===== config.mk =====
export PLATFORM = sky130hd
export DESIGN_NAME = dkong_snd_rom_arb
export DESIGN_NICKNAME = d
export VERILOG_FILES = /design/src/rtl/dkong_snd_rom_arb.sv
export SDC_FILE = /design/constraint.sdc
export NUM_CORES = 1
export LEC_CHECK = 0
export CORE_MARGIN = 2
export CORE_UTILIZATION = 25
export CTS_CLUSTER_DIAMETER = 50
export DETAILED_ROUTE_END_ITERATION = 12
export GPL_TIMING_DRIVEN = 1
export PLACE_DENSITY_LB_ADDON = 0.3
export SETUP_SLACK_MARGIN = 0.3
export SLEW_MARGIN = 10
export SYNTH_ARGS = -nofsm -noshare
export SYNTH_HDL_FRONTEND = slang
export SYNTH_SLANG_ARGS = --single-unit

===== constraint.sdc =====
create_clock -name W_CLK_24576M -period 3.4 [get_ports W_CLK_24576M]
set_input_delay 1.02 -clock W_CLK_24576M [delete_from_list [all_inputs] [get_ports W_CLK_24576M]]
set_output_delay 1.02 -clock W_CLK_24576M [all_outputs]
set_load 0.05 [all_outputs]

===== src/rtl/dkong_snd_rom_arb.sv =====
// Shares one byte-wide ROM read port between the 8035 program fetch and the WAV sample fetcher.
// Each requester keeps a tagged one-byte cache; a tag miss raises a fetch, CPU wins unless WAV has waited too long.
module dkong_snd_rom_arb #(
  parameter logic [19:0] CPU_BASE     = 20'h00000,
  parameter logic [19:0] WAV_BASE     = 20'h80000,
  parameter int          WAV_MAX_WAIT = 64
)(
  input  logic        W_CLK_24576M,
  input  logic        W_RESETn,
  input  logic [11:0] I_CPU_A,
  output logic [7:0]  O_CPU_D,
  output logic        O_CPU_VALID,
  input  logic [18:0] I_WAV_A,
  output logic [7:0]  O_WAV_D,
  output logic        O_WAV_VALID,
  output logic [19:0] O_MEM_A,
  output logic        O_MEM_RD,
  input  logic [7:0]  I_MEM_D,
  input  logic        I_MEM_ACK
);

  typedef enum logic {IDLE, REQ} state_t;
  typedef struct packed {
    logic        wav;
    logic [18:0] addr;
  } req_t;

  localparam logic [6:0] MAX_WAIT = 7'(WAV_MAX_WAIT);

  state_t      state;
  req_t        req;
  logic [11:0] cpu_tag;
  logic        cpu_tv;
  logic [18:0] wav_tag;
  logic        wav_tv;
  logic [6:0]  wait_cnt;
  logic        cpu_pend, wav_pend, grant_wav, serving_wav;

  assign O_CPU_VALID = cpu_tv && (I_CPU_A == cpu_tag);
  assign O_WAV_VALID = wav_tv && (I_WAV_A == wav_tag);
  assign cpu_pend    = !O_CPU_VALID;
  assign wav_pend    = !O_WAV_VALID;
  assign grant_wav   = wav_pend && (wait_cnt >= MAX_WAIT || !cpu_pend);
  assign serving_wav = (state == REQ) && req.wav;

  always_ff @(posedge W_CLK_24576M or negedge W_RESETn) begin
    if (!W_RESETn) begin
      state    <= IDLE;
      req      <= '0;
      O_MEM_A  <= '0;
      O_MEM_RD <= 1'b0;
      O_CPU_D  <= '0;
      O_WAV_D  <= '0;
      cpu_tag  <= '0;
      cpu_tv   <= 1'b0;
      wav_tag  <= '0;
      wav_tv   <= 1'b0;
    end else if (state == IDLE) begin
      if (cpu_pend || wav_pend) begin
        state    <= REQ;
        O_MEM_RD <= 1'b1;
        req.wav  <= grant_wav;
        req.addr <= grant_wav ? I_WAV_A : {7'b0, I_CPU_A};
        O_MEM_A  <= grant_wav ? WAV_BASE + {1'b0, I_WAV_A} : CPU_BASE + {8'b0, I_CPU_A};
      end
    end else if (I_MEM_ACK) begin
      // Tag takes the issued address, so a requester that moved on during REQ stays pending.
      state    <= IDLE;
      O_MEM_RD <= 1'b0;
      if (req.wav) begin
        O_WAV_D <= I_MEM_D;
        wav_tag <= req.addr;
        wav_tv  <= 1'b1;
      end else begin
        O_CPU_D <= I_MEM_D;
        cpu_tag <= req.addr[11:0];
        cpu_tv  <= 1'b1;
      end
    end
  end

  always_ff @(posedge W_CLK_24576M or negedge W_RESETn) begin
    if (!W_RESETn)
      wait_cnt <= '0;
    else if (!wav_pend || (state == IDLE && grant_wav))
      wait_cnt <= '0;
    else if (!serving_wav && wait_cnt != 7'h7f)
      wait_cnt <= wait_cnt + 7'd1;
  end

endmodule


==> metrics.log, run 1 <==
[metrics] cell type contributing the most total cell area after synthesis: sky130_fd_sc_hd__dfrtp_1
[metrics] global placer's final weighted congestion: 0.7319
[metrics] worst min-delay path class: reg -> reg
[metrics] Max Cap Violations: 0
[metrics] total wirelength of the detailed-routed design: 11990 um
[metrics] count of final max-slew check failures: 0
[metrics] Worst Path Required: 2380 ps
[metrics] Cell Pwr Density: 701.7 nW/um^2
[metrics] Worst slew margin: 0.3017
[metrics] Mean Syn Cell Area: 11.42 um^2
[metrics] count of unique library cells instantiated by Yosys: 37
[metrics] final hold vios: 0
[metrics] site row count: 46
[metrics] Max Root-Sink Buffers: 2
[metrics] number of fillers in the final layout: 1595
[metrics] Highest Clock Rate: 313.1 MHz
[metrics] number of buffers inserted by port buffering: 80
[metrics] cell area after placement: 5386 um^2
[metrics] CP Launch Type: input pin
[metrics] total clock sinks: 78
[metrics] category of the worst setup path capture point: output pin
[metrics] Crit Path Max Fanout: 2
[metrics] DRT antenna net count: 0
[metrics] final antenna diode count: 0
[metrics] outcome: finished, final reports clean
[metrics] master cell of the clock root buffer: sky130_fd_sc_hd__clkbuf_16
[metrics] Num CTS Buffers: 9
[metrics] total via count in the routed design: 3245
[metrics] Setup crit start: I_CPU_A[2]
[metrics] wire length of the first global-routing pass: 19440 um
[metrics] worst setup skew after layout: 6.698 ps
[metrics] Buf/Inv on CP: 3
[metrics] Post-Syn Area: 4078 um^2
[metrics] initial antenna violation count: 0
[metrics] Sw Ratio: 0.3597
[metrics] worst-case register-to-register setup slack: 1000 ps
[metrics] Via density: 4.662
[metrics] leakage power: 2.610 nW
[metrics] proportion of netlist area held by the largest area contributor: 0.4787
[metrics] die height: 131.7 um
[metrics] dominant delay contributor by cell family on the critical path: simple AND/OR/NAND/NOR gates
[metrics] routed wire length per instance: 17.23 um
[metrics] share of synthesized area occupied by flip-flops and latches: 0.4787
[metrics] reg-to-reg endpoint: O_MEM_A[0]$_DFFE_PN0P_
[metrics] Final HPWL DP: 8304 um
[metrics] Initial DRT Pass Iterations: 4
[metrics] post-route minimum period: 3194 ps
[metrics] syn nets: 401
[metrics] die footprint: 17350 um^2
[metrics] post-synthesis instance total: 357
[metrics] type of the worst setup path: in -> out
[metrics] Starting Density: 0.2567
[metrics] count of warnings emitted by yosys: 0
[metrics] DRC violations left: 0
[metrics] top cells by area in the synthesized netlist: sky130_fd_sc_hd__dfrtp_1, sky130_fd_sc_hd__mux2_2, sky130_fd_sc_hd__xnor2_1
[metrics] switching power: 0.001513 W
[metrics] TritonCTS clock tree: done
[metrics] clock latency reported for the late side of the worst-skew pair: 340 ps
[metrics] net total in the final layout: 519
[metrics] Pint: 0.002694 W
[metrics] startpoint of the worst register-to-register path: cpu_tag[3]$_DFFE_PN0P_
[metrics] critical path data arrival time: 2170 ps
[metrics] commonest cells after routing, fill and taps aside: sky130_fd_sc_hd__dfrtp_1, sky130_fd_sc_hd__buf_4, sky130_fd_sc_hd__mux2_2
[metrics] ratio of cells with drive above 1 in the final layout: 0.4083
[metrics] Layout Area Growth over Synthesis: 47.04%
[metrics] number of DRC violations after detailed-routing iteration 0: 164
[metrics] crit path cell chain: buf_4, xnor2_4, nand3_1, or4_4, clkinv_8, buf_12
[metrics] Horiz. Die Dim: 131.7 um
[metrics] overflow left after global routing: 0
[metrics] All-Layer GR Usage: 0.1442
[metrics] Critical Path End: O_CPU_VALID
[metrics] post-synthesis register bit count: 78
[metrics] vias in the first global route: 3514
[metrics] part of the power in registers: 0.361
[metrics] most common cell after layout, fill and taps aside: sky130_fd_sc_hd__dfrtp_1
[metrics] Placeable Area: 15890 um^2
[metrics] final cell area excluding filler cells: 5996 um^2
[metrics] portion of total power attributed to combinational logic: 0.393
[metrics] Clock power frac: 0.247
[metrics] setup repair after global routing missed its margin: yes
[metrics] R2R depth: 8
[metrics] Max stage delay on crit path: 560 ps
[metrics] Worst IR Drop VDD: 0.2954 mV
[metrics] # H-tree levels: 3
[metrics] Tightest Pin Transition: 1048 ps
[metrics] clock-pin slew of the registers on the worst-case setup and hold paths: 60 ps
[metrics] Sum Neg Setup Slack: 0 ps
[metrics] pin count of the biggest net entering global routing: 79
[metrics] ratio of final minimum period to clock period: 0.9394
[metrics] hold bufs inserted after CTS: 0
[metrics] number of setup violations in the final report: 0
[metrics] number of top-level pins: 81
[metrics] logic depth of the worst path, buffers included: 6
[metrics] cell with the largest stage delay on the worst path: sky130_fd_sc_hd__or4_4
## cell families after synthesis
| group | after synthesis | synth area share |
|---|---|---|
| adders and majority gates | 2 | 0.006136 |
| AOI/OAI and AO/OA | 63 | 0.1359 |
| buffers and inverters | 24 | 0.03437 |
| muxes | 48 | 0.1322 |
| xor gates and xnor gates | 36 | 0.07732 |
| and+or+nand+nor | 106 | 0.1353 |
| DFF | 78 | 0.4787 |
## registers in the layout, indices dropped and copies added (netlist names)
name      count
O_CPU_D       8
O_MEM_A      20
O_MEM_RD      1
O_WAV_D       8
cpu_tag      12
cpu_tv        1
state         1
wait_cnt      7
wav_tag      19
wav_tv        1
## cell usage after synthesis (all sizes together)
| cell | number |
|---|---|
| o32ai | 12 |
| nand2 | 4 |
| a221oi | 12 |
| nor2 | 45 |
| a31oi | 1 |
| nand4 | 9 |
| a22oi | 1 |
| clkinv | 1 |
| nand3 | 2 |
| clkbuf | 15 |
| a22o | 7 |
| mux2 | 47 |
| buf | 5 |
| a21oi | 13 |
| nand2b | 16 |
| nor2b | 3 |
| o32a | 1 |
| or4 | 1 |
| xnor2 | 20 |
| inv | 3 |
| nor3 | 1 |
| and2 | 3 |
| or2 | 12 |
| nor4 | 5 |
| a211o | 12 |
| nor4b | 2 |
| ha | 2 |
| dfrtp | 78 |
| mux2i | 1 |
| xor2 | 16 |
| o21ai | 4 |
| and3 | 3 |
## layer usage
metal / share of wire / GRT usage / vias to the layer above
li1: - / - / 1525
met2: 0.49 / 0.2373 / 84
met5: 0 / 0 / -
met3: 0.047 / 0.03897 / 11
met1: 0.45 / 0.1869 / 1625
met4: 0.011 / 0.03986 / 0
## power by group through the flow
stage | logic [W] | registers, W | clock network, W
final | 0.00165 | 0.00152 | 0.00104
after global routing | 0.00176 | 0.00157 | 0.00111
after CTS | 0.00161 | 0.00150 | 0.00107
after detailed placement | 0.00152 | 0.00147 | 0
after global placement | 0.00149 | 0.00145 | 0
after floorplan | 0.000598 | 0.00178 | 0
## stage by stage
stage / util / instances / setup slack, ps / hold slack, ps / power [W]
global placement: 0.3391 / 673 / -273.8 / 448.9 / 0.002939
global route: 0.3774 / 696 / 180.0 / 522.1 / 0.004436
floorplan: - / 357 / 301.6 / 434.6 / 0.002383
CTS: 0.3723 / 693 / 196.3 / 476.6 / 0.004184
detailed placement: 0.3391 / 673 / -270.9 / 453.6 / 0.002989
finish: 0.3774 / 696 / 206.1 / 475.6 / 0.004207
## worst min path at each step
stage	slack (ps)	cells past startpoint	endpoint	start
after floorplan	430	1	cpu_tv$_DFFE_PN0P_	cpu_tv$_DFFE_PN0P_
after global placement	450	1	cpu_tv$_DFFE_PN0P_	cpu_tv$_DFFE_PN0P_
after detailed placement	450	1	cpu_tv$_DFFE_PN0P_	cpu_tv$_DFFE_PN0P_
after CTS	480	1	cpu_tv$_DFFE_PN0P_	cpu_tv$_DFFE_PN0P_
after global routing	520	1	O_CPU_D[3]$_DFFE_PN0P_	O_CPU_D[3]$_DFFE_PN0P_
final	480	1	cpu_tv$_DFFE_PN0P_	cpu_tv$_DFFE_PN0P_
## area by class of cell
class | count | area (um^2) | share of cell area
Multi-Input combinational cell | 255 | 2296 | 0.3829
Sequential cell | 78 | 1952 | 0.3255
Timing Repair Buffer | 127 | 1134 | 0.1891
Tap cell | 216 | 270.3 | 0.04508
Clock buffer | 12 | 246.5 | 0.04111
Clock inverter | 4 | 70.07 | 0.01169
Inverter | 4 | 27.53 | 0.004591
## repair_timing
item                       in CTS  in global routing
resized for setup             148                 20
setup buffers                   4                  3
setup endpoints to repair       8                  2
pin swaps                      32                 19
cloned                          0                  0
(Power assumes the default switching activity.)
==> run 2: changes to the inputs <==
--- a/config.mk
+++ b/config.mk
@@ -5,6 +5,7 @@
 export SDC_FILE = /design/constraint.sdc
 export NUM_CORES = 1
 export LEC_CHECK = 0
+export CAP_MARGIN = 15
 export CORE_MARGIN = 2
 export CORE_UTILIZATION = 25
 export CTS_CLUSTER_DIAMETER = 50
==> metrics.log, run 2 (synthesis results as in run 1) <==
[metrics] Num CTS Buffers: 9
[metrics] Worst IR Drop VDD: 0.2954 mV
[metrics] cell area after placement: 5386 um^2
[metrics] cell count after placement: 673
[metrics] Starting Density: 0.2567
[metrics] number of top-level pins: 81
[metrics] hold bufs inserted after CTS: 0
[metrics] number of buffers inserted by port buffering: 80
[metrics] worst setup skew after layout: 6.853 ps
[metrics] leakage power: 2.623 nW
[metrics] Cell Pwr Density: 699.1 nW/um^2
[metrics] worst-case register-to-register setup slack: 1000 ps
[metrics] total wirelength of the detailed-routed design: 11980 um
[metrics] worst setup slack before clock tree synthesis: -270.9 ps
[metrics] Via density: 4.670
[metrics] vias in the first global route: 3514
[metrics] number of DRC violations after detailed-routing iteration 0: 204
[metrics] total clock sinks: 78
[metrics] pin count of the biggest net entering global routing: 79
[metrics] type of the worst setup path: in -> out
[metrics] highest metal layer with signal wires: met4
[metrics] clock latency reported for the late side of the worst-skew pair: 340 ps
[metrics] post-route minimum period: 3192 ps
[metrics] count of final max-slew check failures: 0
[metrics] site row count: 46
[metrics] initial antenna violation count: 0
[metrics] length of routed met2 wiring: 5909 um
[metrics] TritonCTS clock tree: done
[metrics] outcome: finished, final reports clean
[metrics] startpoint of the worst register-to-register path: cpu_tag[3]$_DFFE_PN0P_
[metrics] setup slack of the critical path after layout: 208.2 ps
[metrics] Worst slew margin: 0.5059
[metrics] DRT antenna net count: 0
[metrics] Horiz. Die Dim: 131.7 um
[metrics] Min-Delay Path Depth: 1
[metrics] setup repair after global routing missed its margin: yes
[metrics] wire length of the first global-routing pass: 19440 um
[metrics] net total in the final layout: 520
[metrics] die height: 131.7 um
[metrics] All-Layer GR Usage: 0.1442
[metrics] Max Cap Violations: 0
[metrics] met3 routed WL: 581 um
[metrics] Initial DRT Pass Iterations: 4
[metrics] cell with the largest stage delay on the worst path: sky130_fd_sc_hd__or4_4
[metrics] # H-tree levels: 3
[metrics] number of fillers in the final layout: 1592
[metrics] met1 wire length: 5328 um
[metrics] area taken by flip-flops and latches: 1952 um^2
[metrics] DRC violations left: 0
[metrics] worst min-delay path endpoint: cpu_tv$_DFFE_PN0P_
[metrics] ratio of cells with drive above 1 in the final layout: 0.4096
[metrics] Crit Path Max Fanout: 2
[metrics] combined area of the multi-input logic cells: 2296 um^2
[metrics] start point of the worst hold path: cpu_tv$_DFFE_PN0P_
[metrics] Highest Clock Rate: 313.3 MHz
[metrics] routed wire length per instance: 17.19 um
[metrics] Final HPWL DP: 8304 um
[metrics] total via count in the routed design: 3255
[metrics] flip-flop count of the largest register after layout: 20
[metrics] final antenna diode count: 0
[metrics] Worst Path Required: 2380 ps
[metrics] final cell area excluding filler cells: 6023 um^2
[metrics] CP Launch Type: input pin
[metrics] Buf/Inv on CP: 3
[metrics] Total Power Consumption: 0.004211 W
[metrics] final hold vios: 0
[metrics] Tightest Pin Transition: 741.1 ps
[metrics] clock-pin slew of the registers on the worst-case setup and hold paths: 60 ps
[metrics] crit path cell chain: buf_4, xnor2_4, nand3_1, or4_4, clkinv_8, buf_12
[metrics] die footprint: 17350 um^2
[metrics] non-filler cells in the finished layout: 697
[metrics] ratio of final minimum period to clock period: 0.9388
[metrics] commonest cells after routing, fill and taps aside: sky130_fd_sc_hd__dfrtp_1, sky130_fd_sc_hd__buf_4, sky130_fd_sc_hd__mux2_2
[metrics] overflow left after global routing: 0
[metrics] master cell of the clock root buffer: sky130_fd_sc_hd__clkbuf_16
[metrics] Biggest register: O_MEM_A
[metrics] reg-to-reg endpoint: O_MEM_A[0]$_DFFE_PN0P_
[metrics] Layout Area Growth over Synthesis: 47.71%
[metrics] Max Root-Sink Buffers: 2
[metrics] category of the worst setup path capture point: output pin
[metrics] worst min-delay path class: reg -> reg
[metrics] top flop regs: O_MEM_A x20, wav_tag x19, cpu_tag x12
[metrics] global placer's final weighted congestion: 0.7319
[metrics] R2R depth: 8
[metrics] critical path data arrival time: 2170 ps
[metrics] Max stage delay on crit path: 550 ps
[metrics] dominant delay contributor by cell family on the critical path: simple AND/OR/NAND/NOR gates
[metrics] number of setup violations in the final report: 0
[metrics] most common cell after layout, fill and taps aside: sky130_fd_sc_hd__dfrtp_1
[metrics] Placeable Area: 15890 um^2
[metrics] worst hold slack: 476.4 ps
[run 2: what timing repair did]
action	4_1_cts	5_1_grt
setup endpoints to repair	8	2
setup buffers	4	3
gates resized for setup	148	20
pin swaps	32	19
[run 2: final cells by class]
| class | count | area share |
|---|---|---|
| clock buffers | 12 | 0.04092 |
| clock inverters | 4 | 0.01163 |
| inverters | 4 | 0.004570 |
| multi-input cells | 255 | 0.3812 |
| flip-flops and latches | 78 | 0.3241 |
| well taps | 216 | 0.04487 |
| repair buffers | 128 | 0.1928 |
[run 2: layer usage]
metal / up-vias / GRT usage
li1: 1528 / -
met1: 1628 / 0.1869
met2: 86 / 0.2373
met3: 13 / 0.03897
met4: 0 / 0.03986
met5: - / 0
[run 2: through the flow]
step                        util  setup TNS [ps]
after global placement    0.3391           -1174
after CTS                 0.3723               0
final                     0.3792               0
after detailed placement  0.3391           -1127
after global routing      0.3792               0
after floorplan                -               0
[run 2: worst max path at each step]
stage	slack (ps)	depth (start not counted)	endpoint	startpoint
CTS	200	6	O_CPU_VALID	I_CPU_A[3]
global placement	-270	6	O_CPU_VALID	I_CPU_A[0]
floorplan	300	6	O_CPU_VALID	I_CPU_A[5]
detailed placement	-270	6	O_WAV_VALID	I_WAV_A[4]
finish	210	6	O_CPU_VALID	I_CPU_A[2]
global route	180	6	O_CPU_VALID	I_CPU_A[2]
[run 2: worst register-to-register path, cell delays in order, from the launching register on]
cell and delay (ps):
sky130_fd_sc_hd__dfrtp_1 440, sky130_fd_sc_hd__xnor2_4 190, sky130_fd_sc_hd__nand4_1 110, sky130_fd_sc_hd__or4_4 600, sky130_fd_sc_hd__clkinv_8 70, sky130_fd_sc_hd__buf_4 230, sky130_fd_sc_hd__o32ai_1 140, sky130_fd_sc_hd__a211o_1 300
sky130_fd_sc_hd__a221oi_1 230
[run 2: power by group]
group          internal, W  switching, W
Sequential         0.00123      0.000293
Combinational     0.000811      0.000845
Clock             0.000661      0.000376
==> run 3: changes to the inputs <==
--- a/config.mk
+++ b/config.mk
@@ -12,8 +12,8 @@
 export DETAILED_ROUTE_END_ITERATION = 12
 export GPL_TIMING_DRIVEN = 1
 export PLACE_DENSITY_LB_ADDON = 0.3
-export SETUP_SLACK_MARGIN = 0.3
-export SLEW_MARGIN = 10
+export SETUP_SLACK_MARGIN = 0.1
+export SLEW_MARGIN = 5
 export SYNTH_ARGS = -nofsm -noshare
 export SYNTH_HDL_FRONTEND = slang
 export SYNTH_SLANG_ARGS = --single-unit
==> metrics.log, run 3 (synthesis results as in run 1) <==
[metrics] worst min-delay path class: reg -> reg
[metrics] Layout Area Growth over Synthesis: 42.16%
[metrics] Horiz. Die Dim: 131.7 um
[metrics] outcome: finished, final reports clean
[metrics] initial antenna violation count: 0
[metrics] TritonCTS clock tree: done
[metrics] pin count of the biggest net entering global routing: 79
[metrics] Worst Path Required: 2380 ps
[metrics] cell area after placement: 5374 um^2
[metrics] critical path data arrival time: 2250 ps
[metrics] Max stage delay on crit path: 610 ps
[metrics] leakage power: 2.549 nW
[metrics] total via count in the routed design: 3323
[metrics] Final HPWL DP: 8280 um
[metrics] Buf/Inv on CP: 3
[metrics] Num CTS Buffers: 9
[metrics] total wirelength of the detailed-routed design: 12050 um
[metrics] flip-flop count of the largest register after layout: 20
[metrics] category of the worst setup path capture point: output pin
[metrics] crit path cell chain: buf_2, xnor2_2, nand3_1, or4_4, clkinv_8, buf_12
[metrics] ratio of cells with drive above 1 in the final layout: 0.3776
[metrics] Via density: 4.761
[metrics] Pint: 0.002538 W
[metrics] most common cell after layout, fill and taps aside: sky130_fd_sc_hd__dfrtp_1
[metrics] master cell of the clock root buffer: sky130_fd_sc_hd__clkbuf_16
[metrics] Cell Pwr Density: 692.3 nW/um^2
[metrics] commonest cells after routing, fill and taps aside: sky130_fd_sc_hd__dfrtp_1, sky130_fd_sc_hd__buf_4, sky130_fd_sc_hd__mux2_2
[metrics] clock-pin slew of the registers on the worst-case setup and hold paths: 60 ps
[metrics] portion of total power attributed to combinational logic: 0.398
[metrics] Tightest Pin Transition: 693.9 ps
[metrics] Clock power frac: 0.232
[metrics] hold bufs inserted after CTS: 0
[metrics] switching power: 0.001475 W
[metrics] number of buffers inserted by port buffering: 80
[metrics] Starting Density: 0.2567
[metrics] total clock sinks: 78
[metrics] ratio of final minimum period to clock period: 0.9626
[metrics] Max Cap Violations: 0
[metrics] Highest Clock Rate: 305.5 MHz
[metrics] Worst slew margin: 0.5374
[metrics] wire length of the first global-routing pass: 19370 um
[metrics] final antenna diode count: 0
[metrics] vias in the first global route: 3363
[metrics] final hold vios: 0
[metrics] overflow left after global routing: 0
[metrics] global placer's final weighted congestion: 0.7762
[metrics] count of final max-slew check failures: 0
[metrics] setup repair after global routing missed its margin: no
[metrics] Max Root-Sink Buffers: 2
[metrics] area taken by flip-flops and latches: 1952 um^2
[metrics] All-Layer GR Usage: 0.1436
[metrics] die height: 131.7 um
[metrics] routed wire length per instance: 17.26 um
[metrics] cell with the largest stage delay on the worst path: sky130_fd_sc_hd__or4_4
[metrics] part of the power in registers: 0.370
[metrics] final cell area excluding filler cells: 5797 um^2
[metrics] DRT antenna net count: 0
[metrics] Crit Path Max Fanout: 3
[metrics] dominant delay contributor by cell family on the critical path: simple AND/OR/NAND/NOR gates
[metrics] DRC violations left: 0
[metrics] Initial DRT Pass Iterations: 5
[metrics] worst setup skew after layout: 9.050 ps
[metrics] top flop regs: O_MEM_A x20, wav_tag x19, cpu_tag x12
[metrics] Total Power Consumption: 0.004013 W
[metrics] Worst IR Drop VDD: 0.2726 mV
[metrics] number of setup violations in the final report: 0
[metrics] combined area of the multi-input logic cells: 2151 um^2
[metrics] # H-tree levels: 3
[metrics] Biggest register: O_MEM_A
[metrics] clock latency reported for the late side of the worst-skew pair: 340 ps
[metrics] type of the worst setup path: in -> out
[metrics] Placeable Area: 15890 um^2
[metrics] post-route minimum period: 3273 ps
[metrics] number of top-level pins: 81
[metrics] number of fillers in the final layout: 1625
[metrics] net total in the final layout: 522
[metrics] site row count: 46
[metrics] Sw Ratio: 0.3676
[metrics] CP Launch Type: input pin
[metrics] die footprint: 17350 um^2
[metrics] number of DRC violations after detailed-routing iteration 0: 161
-- run 3: cell types whose count changed in the layout (fill, tap and decap cells not counted), sizes merged --
cell	delta
buf	-8
bufinv	-2
clkbuf	+3
clkdlybuf4s15	+3
clkinv	+1
dlygate4sd2	+3
dlymetal6s2s	+1
-- run 3: what timing repair did --
| action | in CTS | in global routing |
|---|---|---|
| endpoints found under the setup margin | 2 | 2 |
| pin swaps | 24 | 15 |
| resized for setup | 95 | 14 |
| buffers inserted | 7 | 2 |
-- run 3: per-stage QoR --
stage,setup TNS (ps),utilization,std cells,hold WS [ps],setup slack (ps)
final,0,0.3649,698,475.4,127.0
after global routing,0,0.3649,698,516.5,101.2
after CTS,0,0.3654,696,474.8,102.6
after detailed placement,-2106,0.3383,674,458.1,-313.0
after global placement,-1532,0.3383,674,450.1,-301.4
after floorplan,0,-,357,434.6,110.6
-- run 3: final timing paths --
| path | startpoint | slack (ps) | to | cells past startpoint |
|---|---|---|---|---|
| max | I_CPU_A[8] | 130 | O_CPU_VALID | 6 |
| min | cpu_tv$_DFFE_PN0P_ | 480 | cpu_tv$_DFFE_PN0P_ | 1 |
| max reg2reg | wav_tag[9]$_DFFE_PN0P_ | 910 | O_MEM_A[2]$_DFFE_PN0P_ | 13 |
| min reg2reg | cpu_tv$_DFFE_PN0P_ | 480 | cpu_tv$_DFFE_PN0P_ | 1 |
| max in group asynchronous | W_RESETn | 2360 | wait_cnt[1]$_DFFE_PN0P_ | 2 |
| min in group asynchronous | W_RESETn | 680 | O_WAV_D[5]$_DFFE_PN0P_ | 2 |
-- run 3: final cells by class --
cell class / instances / share of cell area
clock buffers: 12 / 0.04597
clock inverters: 3 / 0.003238
inverters: 4 / 0.004749
multi-input cells: 255 / 0.3710
flip-flops and latches: 78 / 0.3367
well taps: 216 / 0.04662
repair buffers: 130 / 0.1917
-- run 3: worst register-to-register path: cells and delay by family, from the launching register on --
kind	cells	cell delay [ps]
xor+xnor	1	180
flops	1	380
simple gates	4	760
buf+inv	7	820
compound gates	1	250
-- run 3: power groups by stage --
stage          Sequential (W)  Clock (W)  Combinational, W
2_1_floorplan         0.00178          0          0.000595
3_3_place_gp          0.00145          0           0.00147
3_5_place_dp          0.00147          0           0.00150
4_1_cts               0.00149   0.000959           0.00159
5_1_grt               0.00153    0.00100           0.00171
6_report              0.00148   0.000933           0.00160
-- run 3: layer usage --
layer | part of all wire | up-vias | global-route usage | routed length (um)
met4 | 0.0096 | 0 | 0.03563 | 116
met2 | 0.48 | 108 | 0.2266 | 5761
met1 | 0.46 | 1683 | 0.1952 | 5510
met3 | 0.055 | 7 | 0.04012 | 657
met5 | 0 | - | 0 | 0
li1 | - | 1525 | - | -
